### src/rtl/repl_policy.sv
// Cache replacement-policy unit: per-set valid bits plus exact-LRU ages, FIFO
// pointers or a shared 16-bit LFSR, selecting a victim way for the addressed set.
module repl_policy #(
  parameter int          WAYS      = 4,
  parameter int          SETS      = 32,
  parameter int          MODE      = 0,
  parameter logic [15:0] LFSR_SEED = 16'hACE1
) (
  input  logic                    clk,
  input  logic                    rstn,
  input  logic [$clog2(SETS)-1:0] index,
  input  logic                    access,
  input  logic [$clog2(WAYS)-1:0] hit_way,
  input  logic                    fill,
  input  logic                    flush,
  output logic [$clog2(WAYS)-1:0] victim_way,
  output logic                    set_full
);

  localparam int WW = $clog2(WAYS);

  logic [WAYS-1:0] valid_q [SETS];
  logic [WW-1:0]   age_q   [SETS][WAYS];
  logic [WW-1:0]   ptr_q   [SETS];
  logic [15:0]     lfsr_q;

  logic [WAYS-1:0] cur_valid;
  logic            free_found;
  logic [WW-1:0]   free_way;
  logic [WW-1:0]   lru_way;
  logic [WW-1:0]   policy_way;
  logic            upd_en;
  logic [WW-1:0]   upd_way;
  logic [WW-1:0]   upd_age;
  logic            lfsr_fb;

  always_comb begin
    cur_valid  = valid_q[index];
    set_full   = &cur_valid;
    free_found = 1'b0;
    free_way   = '0;
    // Descending scan so the lowest invalid way is the one left standing.
    for (int w = WAYS - 1; w >= 0; w--) begin
      if (!cur_valid[w]) begin
        free_found = 1'b1;
        free_way   = WW'(w);
      end
    end
    lru_way = '0;
    for (int w = 0; w < WAYS; w++) begin
      if (age_q[index][w] == WW'(WAYS - 1)) lru_way = WW'(w);
    end
    if (MODE == 1)      policy_way = ptr_q[index];
    else if (MODE == 2) policy_way = lfsr_q[WW-1:0];
    else                policy_way = lru_way;
    victim_way = free_found ? free_way : policy_way;
  end

  // A fill touches the victim it installs; it takes priority over an access.
  always_comb begin
    upd_en  = fill | access;
    upd_way = fill ? victim_way : hit_way;
    upd_age = age_q[index][upd_way];
    lfsr_fb = lfsr_q[15] ^ lfsr_q[13] ^ lfsr_q[12] ^ lfsr_q[10];
  end

  always_ff @(posedge clk) begin
    if (!rstn) begin
      for (int s = 0; s < SETS; s++) begin
        valid_q[s] <= '0;
        ptr_q[s]   <= '0;
        for (int w = 0; w < WAYS; w++) age_q[s][w] <= WW'(w);
      end
      lfsr_q <= LFSR_SEED;
    end else begin
      lfsr_q <= {lfsr_q[14:0], lfsr_fb};
      if (MODE == 0 && upd_en) begin
        for (int w = 0; w < WAYS; w++) begin
          if (WW'(w) == upd_way)          age_q[index][w] <= '0;
          else if (age_q[index][w] < upd_age) age_q[index][w] <= age_q[index][w] + WW'(1);
        end
      end
      if (MODE == 1 && fill && set_full) ptr_q[index] <= ptr_q[index] + WW'(1);
      if (flush) begin
        for (int s = 0; s < SETS; s++) valid_q[s] <= '0;
      end else if (fill) begin
        valid_q[index][victim_way] <= 1'b1;
      end
    end
  end

endmodule

### config.mk
export PLATFORM = sky130hd
export DESIGN_NAME = repl_policy
export DESIGN_NICKNAME = d
export VERILOG_FILES = /design/src/rtl/repl_policy.sv
export SDC_FILE = /design/constraint.sdc
export NUM_CORES = 1
export LEC_CHECK = 0
export CAP_MARGIN = 20
export CORE_UTILIZATION = 40
export CTS_CLUSTER_SIZE = 16
export DETAILED_ROUTE_END_ITERATION = 10
export DONT_BUFFER_PORTS = 1
export PLACE_DENSITY = 0.6
export SLEW_MARGIN = 20
export SYNTH_ARGS = -nofsm -noshare
export SYNTH_HDL_FRONTEND = slang
export SYNTH_SLANG_ARGS = --single-unit
### constraint.sdc
create_clock -name clk -period 6.5 [get_ports clk]
set_input_delay 1.625 -clock clk [delete_from_list [all_inputs] [get_ports clk]]
set_output_delay 1.625 -clock clk [all_outputs]
set_load 0.02 [all_outputs]
After elaboration in Yosys (flattened, before gate mapping)
Memory sizes are Yosys's and may differ from the RTL's.
Index checks and enable logic that the tools add are counted.
- flip-flop bits (word level): 0
- RAM bits: 384
- input port bits: 12
- output and inout port bits: 3
- logic and storage cells: 166
- memories kept: 2
- memories (name ; words ; bits a word ; rd ports ; clocked after Yosys merged registers in ; wr ports ; line ; text):
    age_q ; 32 ; 8 ; 1 ; 0 ; 32 ; 23 ; logic [WW-1:0] age_q [SETS][WAYS];
    valid_q ; 32 ; 4 ; 1 ; 0 ; 32 ; 22 ; logic [WAYS-1:0] valid_q [SETS];
- $add $sub $neg: 4
- order comparisons: 7
- eq/ne operators: 6
- multiplexer cells: 104
- bitwise operators: 38
- reduce and logical (&&, ||, !) cells: 5
- operators with widths (kind ; count):
    two-way mux 4 bit ; 36
    two-way mux 1 bit ; 49
    bitwise OR 1 bit ; 37
    two-way mux 2 bit ; 14
    two-way mux 5 bit ; 2
    adder 2 x 1 -> 2 bit, second input constant ; 4
    less-than comparator 2 bit ; 4
    two-way mux 8 bit ; 1
    OR reduction 8 bit ; 1
    == test 2 bit, second input constant ; 3
    binary-select mux 2 bit (select 2 bit) ; 1
    == test 2 bit, first input constant ; 2
    AND reduction 4 bit ; 1
    OR reduction 4 bit ; 1
    greater-or-equal comparator 3 bit, second input constant ; 1
    less-than comparator 2 x 3 -> 1 bit, second input constant ; 1
    inverter 2 -> 3 bit ; 1
    demux 1 bit (select 2 bit) ; 1
    == test 1 x 2 -> 1 bit, first input constant ; 1
    greater-or-equal comparator 2 x 1 -> 1 bit, second input constant ; 1
    logical NOT 2 bit ; 1
    logical AND 1 bit ; 1

Logic depth before layout (Yosys ltp)
An unclocked memory read counts as a cell.
- depth after elaboration: 20
- mapped depth: 23
- gate-level depth less buffers: 13

Worst setup path before layout
No wires, ideal clock.
- path type: input-to-output
- from: in index[1]
- to: out victim_way[0]
- data arrival time: 4548 ps
- data required time: 4875 ps
- path slack: 327 ps
- stages: 15
- path buffers: 7
- cells stage by stage: buf_4 buf_6 buf_6 buf_6 buf_4 buf_4 mux4_2 mux2_2 a21oi_1 o311ai_2 ha_1 a221oi_1 o21ai_0 and2_1 clkbuf_1
- word-level cells in the longest chain between the ends: 6
- elaborated cells on any way between the ends: 17
- classes of those cells: eq/ne: 3; mux: 12; memory: 2
- ends and longest elaborated chain (element ; line ; text):
    start, declared ; 11 ; input logic [$clog2(SETS)-1:0] index,
    memory read (32 x 8 bit) or memory read (32 x 4 bit) (tied branches) ; -- ;
    == test 2 bit (tied with other cells) ; 51 ; if (age_q[index][w] == WW'(WAYS - 1)) lru_way = WW'(w);
    two-way mux 1 bit (tied with other cells) ; 51 ;
    two-way mux 2 bit (tied with other cells) (2 in a row) ; 51 ;
    two-way mux 2 bit * ; 56 ; victim_way = free_found ? free_way : policy_way;
    end, declared ; 16 ; output logic [$clog2(WAYS)-1:0] victim_way,
Mark *: on every way between the ends. The rest lies on a longest branch, timed or not.

Worst setup path in the final report
- from: in index[4]
- to: out victim_way[1]
- word-level cells in the longest chain between the ends: 6
- elaborated cells on any way between the ends: 15
- classes of those cells: eq/ne: 2; mux: 11; memory: 2
- ends and longest elaborated chain (element ; line ; text):
    memory read (32 x 4 bit) ; -- ;
    two-way mux 2 bit or two-way mux 1 bit (tied branches) (4 in a row) ; 44 ; if (!cur_valid[w]) begin
    two-way mux 2 bit * ; 56 ;
Marked as above.

==> qor.yml <==
grt_pass1_wl_um: 82100
cts_buffers: 42
start_util: 0.406
worstPathRequired_ns: 4.88
cpMaxStageDelayCell: "nand4bb_1"
total_power_mw: 5.53
cp_slowest_stage_delay_ns: 0.53
area_delta_synth_final_pct: 10.2
wl_met2_um: 26500
holdCritPathClass: "register to register"
syn_area_per_cell_um2: 11.0
routedWlPerCell_um: 25.0
criticalPathCategory: "primary input to output pin"
seqPwrFrac: 0.478
postCtsSetupBuffers: 0
tightest_slew_ns: 1.13
routed.top_layer: "met4"
startpoint_type: "primary input"
hold_ws_ns: 0.452
yosys_warnings: 0
vias: 13400
switching_share: 0.245
insertion_delay_ns: 0.58
slew_viol_final: 0
drc: 0
ys_seq_elements: 384
wl_met1_um: 21700
setup_violations: 0
period_needed_ns: 6.10
drive_gt1_frac: 0.104
clk_pin_slew_worst_paths_ns: 0.06
place_ws_ns: 0.258
portBuffers: 0
dr_wl_met3_um: 4420
insertedDiodeCount: 0
syn_inst: 1628
grt_remaining_overflow: 0
cts_root_buffer: "clkbuf_16"
ioPinCount: 15
die_h_um: 214
clock-sinks: 384
fin_ws_ns: 0.401
drt_iter0_drc: 1609
fp.dieArea_um2: 45800
grt_pass1_vias: 13000
postLayoutCoreUtil: 0.448
combPwrFrac: 0.090
layout_common_cells: "256 x edfxtp_1, 198 x nand2_1, 186 x nor2_1, 158 x o21ai_1, 139 x mux2i_1"
cts_buffer_depth: 3
cap_violations: 0
ctsHoldBuffers: 0
gp_congestion: 0.912
clkPwrFrac: 0.432
reg2regPathDepth: 14
fmax_ghz: 0.164
r2r-start: "age_q[7][4]"
min_period_over_period: 0.938
dieWidth_um: 214
synth_cell_types: 61
core_um2: 44200
p_sw_mw: 1.35
finClkSkew_ns: 0.0233
dr.pass1.iters: 7
holdPathStages: 2
p_int_mw: 4.17
rows: 77
hold_end: "valid_q[21][3]"
postPlaceCellArea_um2: 18400
r2r-end: "age_q[23][6]"
grt_max_degree: 173
fin_cells: 2195
power_density_nw_per_um2: 279
p_leak_nw: 6.24
maxSlewHeadroom: 0.246
ir_drop_mv: 0.211
synthArstFlopShare: 0
fin_setup_tns_ns: 0
totalWireLength_um: 54800
timing.final.hold_violations: 0
final_cell_area_um2: 19800
status: "completed"
track_usage: 0.237
ant_nets: 0
tritoncts: "built"
rrSetupSlack_ns: 1.71
critPathArrivalTime_ns: 4.47
ys_seq_area_frac: 0.571
synth-main-ff-cell: "edfxtp_1"
synth_nets: 1643
ctsResizeCount: 0
crit_chain: "nand4bb_1 -> o22ai_1 -> nor4_1 -> nand2_1 -> ha_1 -> or2_2 -> o311a_1 -> buf_4"
vias_per_cell: 6.11
nNetsFinal: 1584
rsz0062_at_grt: "false"
dp_hpwl_um: 37700
layout_commonest_cell: "edfxtp_1"
crit_fanout: 32
synth_edf_count: 256
synth_area_um2: 18000
dp.cells: 2117
htreeDepth: 2
hp-start: "valid_q[21][3]"
worstSetupEndpointType: "output pin"
antenna_found_initial: 0
sequential cells by signal, summed over array words and instances, names as in the netlist:
signal and cells:
valid_q 128, age_q 256
power groups by stage:
stage / Clock [mW] / Combinational [mW] / Sequential [mW]
after global placement: 0 / 0.477 / 2.69
final: 2.39 / 0.495 / 2.64
after detailed placement: 0 / 0.480 / 2.70
after CTS: 2.42 / 0.482 / 2.64
after global routing: 2.50 / 0.517 / 2.65
after floorplan: 0 / 0.378 / 2.69
per-layer routing:
layer	vias up	GRT usage
met2	668	0.393
met4	0	0.0962
met5	-	0
li1	5952	-
met3	138	0.0391
met1	6645	0.309
cell type report:
type                    instances  area [um^2]
flip-flops and latches        384        10200
well taps                     592          741
multi-input cells            1089         6970
repair buffers                 46          445
clock buffers                  53         1120
clock inverters                25          245
inverters                       6         22.5
fillers                      4042        24400
critical path, delay by kind of cell:
kind | cells | cell delay [ns]
simple gates | 4 | 1.63
buf+inv | 1 | 0.22
compound gates | 2 | 0.68
fa+ha+maj | 1 | 0.29
synthesized netlist by cell type, drive strengths merged, types with 3 or more instances:
cell / count / area (um^2)
nand3b: 10 / 75.1
nand2: 198 / 743
and2: 6 / 37.5
o21ai: 234 / 1170
buf: 74 / 480
nor2b: 6 / 37.5
nor2: 188 / 708
a22oi: 11 / 82.6
or4b: 4 / 40.0
clkbuf: 75 / 283
nand4: 26 / 163
edfxtp: 256 / 7690
nand4b: 4 / 35.0
dfxtp: 128 / 2560
a221oi: 4 / 53.8
o21a: 3 / 22.5
nor3: 8 / 51.3
o211ai: 3 / 32.5
nor3b: 3 / 22.5
nand4bb: 6 / 67.6
mux2i: 139 / 1390
a21oi: 6 / 33.8
inv: 6 / 22.5
a31oi: 4 / 25.0
nand3: 15 / 75.1
or4: 3 / 22.5
or2: 3 / 18.8
nor4: 15 / 93.8
a22o: 64 / 561
o22ai: 68 / 432
a211oi: 4 / 55.1
ha: 3 / 37.5
mux4: 28 / 631
nand2b: 5 / 31.3
how the worst max path moves through the flow:
| stage | start | end |
|---|---|---|
| finish | index[4] | victim_way[1] |
| global route | index[4] | victim_way[1] |
| CTS | index[2] | victim_way[0] |
| detailed placement | index[4] | age_q[23][6] |
| global placement | index[4] | age_q[2][6] |
| floorplan | index[1] | victim_way[0] |
cell families (layout without fill, tap and decap cells):
group	count (synthesis)	count (layout)	share of synthesized area
buffers and inverters	155	130	0.0437
AO/OA/AOI/OAI	413	413	0.145
adder cells (fa/ha/maj)	3	3	0.00209
flip-flops	384	384	0.571
AND/OR/NAND/NOR	505	505	0.126
multiplexers	168	168	0.113
No activity file was read; power rests on OpenSTA's default activity.
